===== config.mk =====
export PLATFORM = sky130hd
export DESIGN_NAME = ec_error_monitor18x10_flat
export DESIGN_NICKNAME = d
export VERILOG_FILES = /design/src/rtl/ec_error_monitor18x10_if.sv /design/src/rtl/ec_error_monitor18x10.sv /design/src/flat_wrapper.sv
export SDC_FILE = /design/constraint.sdc
export NUM_CORES = 1
export LEC_CHECK = 0
export CORE_MARGIN = 3
export CORE_UTILIZATION = 45
export CTS_CLUSTER_SIZE = 40
export DETAILED_ROUTE_END_ITERATION = 10
export PLACE_DENSITY = 0.81
export SLEW_MARGIN = 20
export SYNTH_ARGS = -nofsm -noshare
export SYNTH_HDL_FRONTEND = slang
export SYNTH_SLANG_ARGS = --single-unit

===== constraint.sdc =====
create_clock -name clk -period 6 [get_ports clk]
set_input_delay 0.9 -clock clk [delete_from_list [all_inputs] [get_ports clk]]
set_output_delay 0.9 -clock clk [all_outputs]
set_load 0.02 [all_outputs]

===== src/rtl/ec_error_monitor18x10_if.sv =====
// Word bus between the 18x10 corrector and its error monitor: corrected digits
// and flags in, registered digits and word class out.
interface ec_error_monitor18x10_if #(
    parameter int DATA_WIDTH = 18
);
    logic                  datavalid_in;
    logic                  cor_error;
    logic                  non_cor_error;
    logic                  mal_error;
    logic [19:0]           err_digs;
    logic [DATA_WIDTH-1:0] Dig_in_0_, Dig_in_1_, Dig_in_2_, Dig_in_3_, Dig_in_4_;
    logic [DATA_WIDTH-1:0] Dig_in_5_, Dig_in_6_, Dig_in_7_, Dig_in_8_, Dig_in_9_;

    logic                  datavalid_out;
    logic [1:0]            err_class_out;
    logic [DATA_WIDTH-1:0] out_0_, out_1_, out_2_, out_3_, out_4_;
    logic [DATA_WIDTH-1:0] out_5_, out_6_, out_7_, out_8_, out_9_;

    modport master (
        output datavalid_in, cor_error, non_cor_error, mal_error, err_digs,
        output Dig_in_0_, Dig_in_1_, Dig_in_2_, Dig_in_3_, Dig_in_4_,
        output Dig_in_5_, Dig_in_6_, Dig_in_7_, Dig_in_8_, Dig_in_9_,
        input  datavalid_out, err_class_out,
        input  out_0_, out_1_, out_2_, out_3_, out_4_,
        input  out_5_, out_6_, out_7_, out_8_, out_9_
    );

    modport slave (
        input  datavalid_in, cor_error, non_cor_error, mal_error, err_digs,
        input  Dig_in_0_, Dig_in_1_, Dig_in_2_, Dig_in_3_, Dig_in_4_,
        input  Dig_in_5_, Dig_in_6_, Dig_in_7_, Dig_in_8_, Dig_in_9_,
        output datavalid_out, err_class_out,
        output out_0_, out_1_, out_2_, out_3_, out_4_,
        output out_5_, out_6_, out_7_, out_8_, out_9_
    );
endinterface


===== src/rtl/ec_error_monitor18x10.sv =====
// Error monitor for the 18x10 corrector: 1-cycle pass-through, saturating statistics
// and a show-ahead event FIFO. Define EC_MON_DROP_UNCORRECTABLE_EN to invalidate
// non_cor/mal words on datavalid_out.
module ec_error_monitor18x10 #(
    parameter int DATA_WIDTH = 18,
    parameter int CNT_WIDTH  = 32,
    parameter int FIFO_AW    = 3
) (
    input  logic                 clk,
    input  logic                 sclr,
    ec_error_monitor18x10_if.slave bus,
    input  logic                 cnt_clr,
    input  logic                 evt_rd,
    output logic [CNT_WIDTH-1:0] cnt_words,
    output logic [CNT_WIDTH-1:0] cnt_cor,
    output logic [CNT_WIDTH-1:0] cnt_noncor,
    output logic [CNT_WIDTH-1:0] cnt_mal,
    output logic [9:0]           dig_hits,
    output logic                 evt_valid,
    output logic [37:0]          evt_data,
    output logic                 evt_overflow
);
    localparam int DEPTH = 1 << FIFO_AW;
    localparam logic [FIFO_AW:0]   FULL_CNT = DEPTH[FIFO_AW:0];
    localparam logic [FIFO_AW:0]   CNT_ONE  = {{FIFO_AW{1'b0}}, 1'b1};
    localparam logic [FIFO_AW-1:0] PTR_ONE  = {{(FIFO_AW-1){1'b0}}, 1'b1};
    localparam logic [CNT_WIDTH-1:0] STAT_ONE = {{(CNT_WIDTH-1){1'b0}}, 1'b1};

    logic [DATA_WIDTH-1:0] w_dig_in  [10];
    logic [DATA_WIDTH-1:0] r_dig_out [10];
    logic                  r_dv;
    logic [1:0]            r_class;
    logic [1:0]            w_class;
    logic                  w_event;
    logic                  w_dv_next;
    logic [9:0]            w_dig_flag;
    logic [9:0]            r_dig_hits;

    assign w_dig_in[0] = bus.Dig_in_0_;
    assign w_dig_in[1] = bus.Dig_in_1_;
    assign w_dig_in[2] = bus.Dig_in_2_;
    assign w_dig_in[3] = bus.Dig_in_3_;
    assign w_dig_in[4] = bus.Dig_in_4_;
    assign w_dig_in[5] = bus.Dig_in_5_;
    assign w_dig_in[6] = bus.Dig_in_6_;
    assign w_dig_in[7] = bus.Dig_in_7_;
    assign w_dig_in[8] = bus.Dig_in_8_;
    assign w_dig_in[9] = bus.Dig_in_9_;

    assign bus.out_0_ = r_dig_out[0];
    assign bus.out_1_ = r_dig_out[1];
    assign bus.out_2_ = r_dig_out[2];
    assign bus.out_3_ = r_dig_out[3];
    assign bus.out_4_ = r_dig_out[4];
    assign bus.out_5_ = r_dig_out[5];
    assign bus.out_6_ = r_dig_out[6];
    assign bus.out_7_ = r_dig_out[7];
    assign bus.out_8_ = r_dig_out[8];
    assign bus.out_9_ = r_dig_out[9];
    assign bus.datavalid_out = r_dv;
    assign bus.err_class_out = r_class;

    // Priority mal > non_cor > cor; flags mean nothing without datavalid_in.
    always_comb begin
        w_class = 2'b00;
        if (bus.datavalid_in) begin
            if (bus.mal_error)          w_class = 2'b11;
            else if (bus.non_cor_error) w_class = 2'b10;
            else if (bus.cor_error)     w_class = 2'b01;
        end
    end
    assign w_event = (w_class != 2'b00);

`ifdef EC_MON_DROP_UNCORRECTABLE_EN
    assign w_dv_next = bus.datavalid_in & ~w_class[1];
`else
    assign w_dv_next = bus.datavalid_in;
`endif

    genvar gi;
    generate
        for (gi = 0; gi < 10; gi++) begin : g_flag
            assign w_dig_flag[gi] = |bus.err_digs[2*gi +: 2];
        end
    endgenerate

    always_ff @(posedge clk) begin
        if (sclr) begin
            r_dv    <= 1'b0;
            r_class <= 2'b00;
            for (int i = 0; i < 10; i++) r_dig_out[i] <= '0;
        end else begin
            r_dv    <= w_dv_next;
            r_class <= w_class;
            for (int i = 0; i < 10; i++) r_dig_out[i] <= w_dig_in[i];
        end
    end

    // Statistics: index 0 words, 1 cor, 2 non_cor, 3 mal.
    logic [CNT_WIDTH-1:0] r_cnt      [4];
    logic [CNT_WIDTH-1:0] w_cnt_next [4];
    logic [3:0]           w_cnt_inc;

    assign w_cnt_inc = {w_class == 2'b11, w_class == 2'b10, w_class == 2'b01, bus.datavalid_in};

    generate
        for (gi = 0; gi < 4; gi++) begin : g_cnt
            assign w_cnt_next[gi] = (w_cnt_inc[gi] && (r_cnt[gi] != '1)) ?
                                    r_cnt[gi] + STAT_ONE : r_cnt[gi];
        end
    endgenerate

    always_ff @(posedge clk) begin
        if (sclr || cnt_clr) begin
            for (int i = 0; i < 4; i++) r_cnt[i] <= '0;
            r_dig_hits <= '0;
        end else begin
            for (int i = 0; i < 4; i++) r_cnt[i] <= w_cnt_next[i];
            if (w_class == 2'b01) r_dig_hits <= r_dig_hits | w_dig_flag;
        end
    end

    assign cnt_words  = r_cnt[0];
    assign cnt_cor    = r_cnt[1];
    assign cnt_noncor = r_cnt[2];
    assign cnt_mal    = r_cnt[3];
    assign dig_hits   = r_dig_hits;

    logic [37:0]        r_mem [DEPTH];
    logic [FIFO_AW-1:0] r_wr_ptr;
    logic [FIFO_AW-1:0] r_rd_ptr;
    logic [FIFO_AW:0]   r_count;
    logic               r_overflow;
    logic               w_full;
    logic               w_empty;
    logic               w_pop;
    logic               w_push;
    logic [37:0]        w_entry;

    assign w_full  = (r_count == FULL_CNT);
    assign w_empty = (r_count == '0);
    assign w_pop   = evt_rd & ~w_empty;
    // A pop frees the head slot in the same cycle, so a full FIFO still accepts.
    assign w_push  = w_event & (~w_full | w_pop);
    assign w_entry = {w_class, bus.err_digs, r_cnt[0][15:0]};

    always_ff @(posedge clk) begin
        if (w_push && !sclr) r_mem[r_wr_ptr] <= w_entry;
    end

    always_ff @(posedge clk) begin
        if (sclr) begin
            r_wr_ptr   <= '0;
            r_rd_ptr   <= '0;
            r_count    <= '0;
            r_overflow <= 1'b0;
        end else begin
            if (w_push) r_wr_ptr <= r_wr_ptr + PTR_ONE;
            if (w_pop)  r_rd_ptr <= r_rd_ptr + PTR_ONE;
            if (w_push && !w_pop)      r_count <= r_count + CNT_ONE;
            else if (w_pop && !w_push) r_count <= r_count - CNT_ONE;
            if (w_event && w_full && !w_pop) r_overflow <= 1'b1;
        end
    end

    // Show-ahead head; forced to zero when empty so stale memory never leaks out.
    assign evt_valid    = ~w_empty;
    assign evt_data     = w_empty ? '0 : r_mem[r_rd_ptr];
    assign evt_overflow = r_overflow;
endmodule


===== src/flat_wrapper.sv =====
// flat-port wrapper written by rule: the top's interface ports become plain ports
module ec_error_monitor18x10_flat 
#(
    parameter int DATA_WIDTH = 18,
    parameter int CNT_WIDTH  = 32,
    parameter int FIFO_AW    = 3
)
  (clk, sclr, cnt_clr, evt_rd, cnt_words, cnt_cor, cnt_noncor, cnt_mal, dig_hits, evt_valid, evt_data, evt_overflow, bus_datavalid_in, bus_cor_error, bus_non_cor_error, bus_mal_error, bus_err_digs, bus_Dig_in_0_, bus_Dig_in_1_, bus_Dig_in_2_, bus_Dig_in_3_, bus_Dig_in_4_, bus_Dig_in_5_, bus_Dig_in_6_, bus_Dig_in_7_, bus_Dig_in_8_, bus_Dig_in_9_, bus_datavalid_out, bus_err_class_out, bus_out_0_, bus_out_1_, bus_out_2_, bus_out_3_, bus_out_4_, bus_out_5_, bus_out_6_, bus_out_7_, bus_out_8_, bus_out_9_);
  ec_error_monitor18x10_if #(.DATA_WIDTH(DATA_WIDTH)) bus_i ();
  input  logic clk;
  input  logic sclr;
  input  logic cnt_clr;
  input  logic evt_rd;
  output logic [CNT_WIDTH-1:0] cnt_words;
  output logic [CNT_WIDTH-1:0] cnt_cor;
  output logic [CNT_WIDTH-1:0] cnt_noncor;
  output logic [CNT_WIDTH-1:0] cnt_mal;
  output logic [9:0] dig_hits;
  output logic evt_valid;
  output logic [37:0] evt_data;
  output logic evt_overflow;
  input wire logic [$bits(bus_i.datavalid_in)-1:0] bus_datavalid_in;
  input wire logic [$bits(bus_i.cor_error)-1:0] bus_cor_error;
  input wire logic [$bits(bus_i.non_cor_error)-1:0] bus_non_cor_error;
  input wire logic [$bits(bus_i.mal_error)-1:0] bus_mal_error;
  input wire logic [$bits(bus_i.err_digs)-1:0] bus_err_digs;
  input wire logic [$bits(bus_i.Dig_in_0_)-1:0] bus_Dig_in_0_;
  input wire logic [$bits(bus_i.Dig_in_1_)-1:0] bus_Dig_in_1_;
  input wire logic [$bits(bus_i.Dig_in_2_)-1:0] bus_Dig_in_2_;
  input wire logic [$bits(bus_i.Dig_in_3_)-1:0] bus_Dig_in_3_;
  input wire logic [$bits(bus_i.Dig_in_4_)-1:0] bus_Dig_in_4_;
  input wire logic [$bits(bus_i.Dig_in_5_)-1:0] bus_Dig_in_5_;
  input wire logic [$bits(bus_i.Dig_in_6_)-1:0] bus_Dig_in_6_;
  input wire logic [$bits(bus_i.Dig_in_7_)-1:0] bus_Dig_in_7_;
  input wire logic [$bits(bus_i.Dig_in_8_)-1:0] bus_Dig_in_8_;
  input wire logic [$bits(bus_i.Dig_in_9_)-1:0] bus_Dig_in_9_;
  output wire logic [$bits(bus_i.datavalid_out)-1:0] bus_datavalid_out;
  output wire logic [$bits(bus_i.err_class_out)-1:0] bus_err_class_out;
  output wire logic [$bits(bus_i.out_0_)-1:0] bus_out_0_;
  output wire logic [$bits(bus_i.out_1_)-1:0] bus_out_1_;
  output wire logic [$bits(bus_i.out_2_)-1:0] bus_out_2_;
  output wire logic [$bits(bus_i.out_3_)-1:0] bus_out_3_;
  output wire logic [$bits(bus_i.out_4_)-1:0] bus_out_4_;
  output wire logic [$bits(bus_i.out_5_)-1:0] bus_out_5_;
  output wire logic [$bits(bus_i.out_6_)-1:0] bus_out_6_;
  output wire logic [$bits(bus_i.out_7_)-1:0] bus_out_7_;
  output wire logic [$bits(bus_i.out_8_)-1:0] bus_out_8_;
  output wire logic [$bits(bus_i.out_9_)-1:0] bus_out_9_;
  assign bus_i.datavalid_in = bus_datavalid_in;
  assign bus_i.cor_error = bus_cor_error;
  assign bus_i.non_cor_error = bus_non_cor_error;
  assign bus_i.mal_error = bus_mal_error;
  assign bus_i.err_digs = bus_err_digs;
  assign bus_i.Dig_in_0_ = bus_Dig_in_0_;
  assign bus_i.Dig_in_1_ = bus_Dig_in_1_;
  assign bus_i.Dig_in_2_ = bus_Dig_in_2_;
  assign bus_i.Dig_in_3_ = bus_Dig_in_3_;
  assign bus_i.Dig_in_4_ = bus_Dig_in_4_;
  assign bus_i.Dig_in_5_ = bus_Dig_in_5_;
  assign bus_i.Dig_in_6_ = bus_Dig_in_6_;
  assign bus_i.Dig_in_7_ = bus_Dig_in_7_;
  assign bus_i.Dig_in_8_ = bus_Dig_in_8_;
  assign bus_i.Dig_in_9_ = bus_Dig_in_9_;
  assign bus_datavalid_out = bus_i.datavalid_out;
  assign bus_err_class_out = bus_i.err_class_out;
  assign bus_out_0_ = bus_i.out_0_;
  assign bus_out_1_ = bus_i.out_1_;
  assign bus_out_2_ = bus_i.out_2_;
  assign bus_out_3_ = bus_i.out_3_;
  assign bus_out_4_ = bus_i.out_4_;
  assign bus_out_5_ = bus_i.out_5_;
  assign bus_out_6_ = bus_i.out_6_;
  assign bus_out_7_ = bus_i.out_7_;
  assign bus_out_8_ = bus_i.out_8_;
  assign bus_out_9_ = bus_i.out_9_;
  ec_error_monitor18x10 #(.DATA_WIDTH(DATA_WIDTH), .CNT_WIDTH(CNT_WIDTH), .FIFO_AW(FIFO_AW)) u_core (.clk(clk), .sclr(sclr), .bus(bus_i), .cnt_clr(cnt_clr), .evt_rd(evt_rd), .cnt_words(cnt_words), .cnt_cor(cnt_cor), .cnt_noncor(cnt_noncor), .cnt_mal(cnt_mal), .dig_hits(dig_hits), .evt_valid(evt_valid), .evt_data(evt_data), .evt_overflow(evt_overflow));
endmodule

==> impl_metrics.tcl, run 1 <==
set metrics [dict create \
    coreArea_um2 52800 \
    cp.depth 5 \
    ios 569 \
    num_rows 84 \
    dr.pass1.iters 6 \
    syn_avg_cell_area_um2 13.4 \
    ff2ff_path_depth 12 \
    synthFlopType "dfxtp_1" \
    rsz0062_at_grt "no" \
    p_total_mw 11.3 \
    crit_type "reg -> out" \
    cp_slowest_cell "dfxtp_4" \
    power.density_nw_per_um2 343 \
    async_flop_share 0 \
    io_buffers 568 \
    crit_end "evt_data[8]" \
    power_frac_seq 0.431 \
    crit_required_ns 5.10 \
    cp_slowest_stage_delay_ns 0.92 \
    hold_violations 0 \
    max_slew_margin 0.273 \
    routed_wl_mm 74.1 \
    grt_pass1_vias 17400 \
    endpoint_kind "primary output" \
    vias 17500 \
    yosysSeqAreaShare 0.657 \
    post-route-drc-count 0 \
    dp_hpwl_mm 49.7 \
    cts_buffers 68 \
    leakage_nw 10.7 \
    irDropWorstVdd_mv 0.267 \
    synth_cells 1802 \
    r2r_end "u_core.r_count[3]$_SDFFE_PP0P_" \
    ys_top_cells_by_count "dfxtp_1 (335), edfxtp_1 (304), nor2b_1 (187)" \
    synth_edf_count 304 \
    die-area_um2 56400 \
    groute.usage.overall 0.256 \
    max-cap-violations 0 \
    switching_share 0.256 \
    syn_nets 2020 \
    synth_most_common_cell "dfxtp_1" \
    min_period_over_period 0.746 \
    yosys.cell_types.count 63 \
    power.internal_mw 8.40 \
    yosys_warnings 0 \
    post-cts-setup-buffers 0 \
    hold_path_class "reg -> reg" \
    drv_slew 0 \
    htree_levels 3 \
    reg2reg_from "u_core.r_count[0]$_SDFFE_PP0P_" \
    synth_area_leaders "edfxtp_1 (38%), dfxtp_1 (28%), mux4_2 (7.1%)" \
    fin_skew_ns 0.0171 \
    fmax_ghz 0.224 \
    cts.clk_slew.worst_paths_ns 0.06 \
    post_drt_via_cell_ratio 5.62 \
    drive_gt1_frac 0.0998 \
    gp_congestion 0.919 \
    final_antenna_net_count 0 \
    drt_iter0_drc 1453 \
    setup_violations 0 \
    grt_overflow 0 \
    period_needed_ns 4.47 \
    start_kind "flop" \
    p_sw_mw 2.89 \
    cts.root.buffer_cell "clkbuf_16" \
    cts_sinks 639 \
    timing.setup.tns_ns 0 \
    netlist_area_um2 24100 \
    worstMarginPinSlew_ns 1.09 \
    crit_family "buffers and inverters" \
    grt_pass1_wl_mm 110 \
    cts_resized 0 \
    p_clk_frac 0.397 \
    die_height_um 237 \
    synth_top_area_frac 0.379 \
    initial_utilization 0.457 \
    antenna_found_initial 2 \
    r2r_slack_ns 2.73 \
    cts-hold-fix-buffers 0 \
    crit_chain "buf_4, mux4_2, mux2i_1, nor2_1, clkdlybuf4s50_1" \
    fin_nets 2579 \
    die_x_um 237 \
    comb_power_share 0.172 \
    areaGrowthSynthToFinish_pct 36.5 \
    synth_top_cell_by_area "edfxtp_1" \
    synth-seq-cells 639 \
    clockBufferDepth 3 \
    insertion_delay_ns 0.60 \
    status "complete, no violations" \
    critPathBufInv 2 \
    grt_max_degree 95 \
    cp_max_fo 44 \
    wl_per_cell_um 23.8 \
    cts_tree "yes" \
    crit_arrival_ns 3.57 \
]
layout by cell type (no fill, tap or decap), types with 6 or more instances in the layout:
master	instances
nand4_1	49
dfxtp_1	332
o21ai_1	6
or3_1	55
and2_1	6
o311ai_0	6
and3_1	9
bufinv_16	11
clkinv_2	12
clkbuf_1	11
inv_1	27
and4_1	14
a21oi_1	90
xnor2_1	12
o21ai_0	48
xor2_1	12
nand3_1	40
or4_1	44
edfxtp_1	304
nor3_1	15
clkbuf_16	70
nor4_1	16
nor2_1	82
mux2i_1	56
o31ai_1	39
o211ai_1	7
buf_4	21
clkdlybuf4s50_1	567
nor2b_1	187
ha_1	9
nand2_1	83
mux4_2	76
power by group through the flow:
stage | Combinational, mW | Sequential [mW] | Clock [mW]
after floorplan | 1.13 | 4.90 | 0
after global placement | 1.91 | 4.96 | 0
after CTS | 1.95 | 4.88 | 4.56
after detailed placement | 1.93 | 4.97 | 0
final | 1.94 | 4.87 | 4.48
after global routing | 2.05 | 4.90 | 4.72
worst min path at each step:
stage	slack, ns	endpoint	start	depth (start not counted)
final	0.45	u_core.dig_hits[5]$_SDFFE_PP0P_	u_core.dig_hits[5]$_SDFFE_PP0P_	2
after CTS	0.45	u_core.dig_hits[3]$_SDFFE_PP0P_	u_core.dig_hits[3]$_SDFFE_PP0P_	2
after detailed placement	0.44	u_core.dig_hits[3]$_SDFFE_PP0P_	u_core.dig_hits[3]$_SDFFE_PP0P_	2
after global placement	0.43	u_core.dig_hits[6]$_SDFFE_PP0P_	u_core.dig_hits[6]$_SDFFE_PP0P_	2
after floorplan	0.45	flop	u_core.r_rd_ptr[1]$_SDFFE_PP0N_	2
after global routing	0.47	u_core.dig_hits[3]$_SDFFE_PP0P_	u_core.dig_hits[3]$_SDFFE_PP0P_	2
worst reg2reg max path, stage by stage (launching register included):
cell,delay (ns)
dfxtp_1,0.38
nor4_2,0.28
buf_4,0.50
inv_1,0.31
nand2_1,0.22
ha_1,0.22
inv_1,0.10
ha_1,0.28
a21o_1,0.17
a21oi_1,0.17
xnor2_1,0.09
or3_1,0.31
a21oi_1,0.15
flip-flops by register name, summed over array words and instances (netlist names), named ones only:
register	cells
u_core.bus.datavalid_out	1
u_core.r_wr_ptr	3
u_core.r_rd_ptr	3
u_core.dig_hits	10
u_core.evt_overflow	1
u_core.r_mem	304
u_core.r_dig_out	180
u_core.bus.err_class_out	2
u_core.r_cnt	128
u_core.r_count	4
layer usage:
metal / part of all wire / global-route usage
met5: 0.00018 / 0
met4: 0.031 / 0.0811
met3: 0.079 / 0.0697
met2: 0.50 / 0.439
met1: 0.39 / 0.318
cells by family after synthesis:
logic type | Yosys count | synth area share
fa+ha+maj | 10 | 0.00550
compound gates | 231 | 0.0587
simple gates | 639 | 0.154
flops | 639 | 0.657
mux | 132 | 0.0943
xor+xnor | 24 | 0.00872
buf+inv | 127 | 0.0220
final cells by class:
type	instances	area (um2)
Tap cell	688	861
Fill cell	3875	19900
Timing Repair Buffer	589	5840
Sequential cell	639	15800
Inverter	27	101
Clock buffer	86	1860
Antenna cell	3	7.51
Clock inverter	38	534
Multi-Input combinational cell	1036	7840
per-stage QoR:
stage	cell area [um2]	hold slack [ns]	worst slack, ns	cells	utilization
3_5_place_dp	30500	0.437	1.42	2979	0.578
3_3_place_gp	30500	0.434	1.52	2979	0.578
5_1_grt	32900	0.467	1.27	3103	0.623
2_1_floorplan	24100	0.454	0.0840	1802	-
6_report	32900	0.446	1.53	3106	0.623
4_1_cts	32900	0.446	1.43	3103	0.623
No activity file was read; power rests on OpenSTA's default activity.
==> run 2: changes to the inputs <==
Settings changed: CORE_UTILIZATION 45 to 50, PLACE_DENSITY 0.81 to 0.85.
Clock period 6 ns to 4.25 ns, I/O delays scaled along.
==> run 2 against run 1 <==
Net effect:
- clock-buffer cell count is 6 higher
- setup slack worse by 1.1 ns
- clock skew is 0.0039 ns higher
- wire length is 1.4% higher
- sequential power is 38% higher
- cell count is 2.5% lower
- via count is 1.1% higher
- core utilization is 7.1 points higher
- first-iteration DRC count is 17% higher
- largest power group unchanged
==> impl_metrics.tcl, run 2 (synthesis results as in run 1) <==
set metrics [dict create \
    hp-start "u_core.dig_hits[7]$_SDFFE_PP0P_" \
    instances_no_fill 3027 \
    grt.busiest_layer "met2" \
    endpoint_kind "primary output" \
    clockBufferDepth 3 \
    cp_max_fo 57 \
    num_rows 79 \
    fmax_ghz 0.261 \
    crit_required_ns 3.61 \
    ff2ff_path_depth 6 \
    grt_pass1_vias 18000 \
    routed_wl_mm 75.1 \
    drive_gt1_frac 0.0956 \
    grt_pass1_wl_mm 111 \
    setup_violations 0 \
    drv_slew 0 \
    leakage_nw 10.6 \
    die_height_um 226 \
    fin_skew_ns 0.0210 \
    areaGrowthSynthToFinish_pct 35.6 \
    antenna_found_initial 6 \
    hold_violations 0 \
    post-cts-setup-buffers 0 \
    ios 569 \
    final_cell_mix "clkdlybuf4s50_1 (567), dfxtp_1 (332), edfxtp_1 (304)" \
    final_antenna_net_count 0 \
    gp_congestion 0.934 \
    insertion_delay_ns 0.61 \
    dr.pass1.iters 6 \
    r2r_end "u_core.r_cnt[1][29]$_SDFFE_PP0P_" \
    reg2reg_from "u_core.r_cnt[1][0]$_SDFFE_PP0P_" \
    grt_overflow 0 \
    coreArea_um2 47100 \
    worstMarginPinSlew_ns 1.03 \
    rsz0062_at_grt "no" \
    period_needed_ns 3.83 \
    fin_ws_ns 0.421 \
    cts.clk_slew.worst_paths_ns 0.06 \
    htree_levels 3 \
    cts_resized 0 \
    cp_slowest_cell "dfxtp_4" \
    top_regs "u_core.r_mem x304, u_core.r_dig_out x180, u_core.r_cnt x128" \
    top_register "u_core.r_mem" \
    met2_usage 0.493 \
    register_area_um2 15800 \
    power.density_nw_per_um2 473 \
    grt_max_degree 88 \
    multi_input_area_um2 7840 \
    start_kind "flop" \
    largest_reg_flops 304 \
    wl_per_cell_um 24.8 \
    max-cap-violations 0 \
    die-area_um2 50900 \
    groute.usage.overall 0.291 \
    status "complete, no violations" \
    p_total_mw 15.5 \
    crit_family "buffers and inverters" \
    crit_end "evt_data[29]" \
    drt_iter0_drc 1696 \
    post-route-drc-count 0 \
    die_x_um 226 \
    final_common_cell "clkdlybuf4s50_1" \
    max_slew_margin 0.316 \
    cp.depth 5 \
    critPathBufInv 2 \
    crit_type "reg -> out" \
    cts.root.buffer_cell "clkbuf_16" \
    r2r_slack_ns 1.51 \
    cts_buffers 66 \
    cts_tree "yes" \
    gr-usage-met3 0.0741 \
    timing.setup.tns_ns 0 \
    fin_nets 2583 \
    cp_slowest_stage_delay_ns 0.89 \
    whs_ns 0.447 \
    gr-usage-met1 0.354 \
    crit_chain "buf_4, mux4_2, mux2i_1, nor2_1, clkdlybuf4s50_1" \
    post_drt_via_cell_ratio 5.83 \
    hold_path_class "reg -> reg" \
    n_fill_cell 3086 \
    initial_utilization 0.512 \
    vias 17700 \
    crit_arrival_ns 3.19 \
    dp_hpwl_mm 50.7 \
    dp.cells 2904 \
    io_buffers 568 \
    hold_depth 2 \
    cts-hold-fix-buffers 0 \
    cts_sinks 639 \
    min_period_over_period 0.901 \
    dpl_worst_slack_ns 0.612 \
    irDropWorstVdd_mv 0.368 \
]
run 2: changes by cell type in the layout (fill, tap and decap cells not counted), moves of 2 or more:
cell	change
buf_12	+3
clkinv_4	-5
clkbuf_16	-3
bufinv_16	-6
nor4_2	-2
inv_6	-3
clkinvlp_4	-4
nor4_4	+2
buf_4	+3
clkbuf_1	+6
clkinv_1	+4
clkbuf_8	+3
clkinv_8	+3
run 2: worst min-delay path by stage:
| stage | to | slack (ns) |
|---|---|---|
| final | u_core.dig_hits[7]$_SDFFE_PP0P_ | 0.45 |
| after global routing | u_core.r_dig_out[0][17]$_SDFF_PP0_ | 0.45 |
| after CTS | u_core.r_dig_out[0][12]$_SDFF_PP0_ | 0.41 |
| after detailed placement | u_core.dig_hits[9]$_SDFFE_PP0P_ | 0.44 |
| after global placement | u_core.dig_hits[9]$_SDFFE_PP0P_ | 0.43 |
| after floorplan | flop | 0.45 |
run 2: metrics by stage:
stage / util / cell area, um2
global route: 0.694 / 32700
detailed placement: 0.648 / 30500
floorplan: - / 24100
global placement: 0.648 / 30500
finish: 0.695 / 32700
CTS: 0.694 / 32700
run 2: cell type report:
class                           count  area share
Sequential cell                   639       0.485
Antenna cell                        4    0.000306
Multi-Input combinational cell   1036       0.240
Tap cell                          607      0.0232
Clock buffer                       92      0.0566
Timing Repair Buffer              595       0.181
Inverter                           27     0.00310
Clock inverter                     27      0.0105
run 2: power breakdown:
group	leakage (nW)	internal [mW]	switching [mW]	total (mW)
logic	4.06	1.44	1.45	2.89
registers	5.49	6.61	0.137	6.74
clock network	1.08	3.39	2.44	5.83
total	10.6	11.4	4.02	15.5
run 2: worst min-delay path: stages, from the launching register on:
cell	delay, ns
dfxtp_1	0.31
inv_1	0.04
a21oi_1	0.05
run 2: layer usage:
| metal | share of wire | vias to the layer above | wire length (um) |
|---|---|---|---|
| met5 | 0 | - | 0 |
| met1 | 0.37 | 8689 | 27900 |
| met4 | 0.048 | 0 | 3640 |
| met3 | 0.079 | 207 | 5970 |
| li1 | - | 7863 | - |
| met2 | 0.50 | 897 | 37600 |
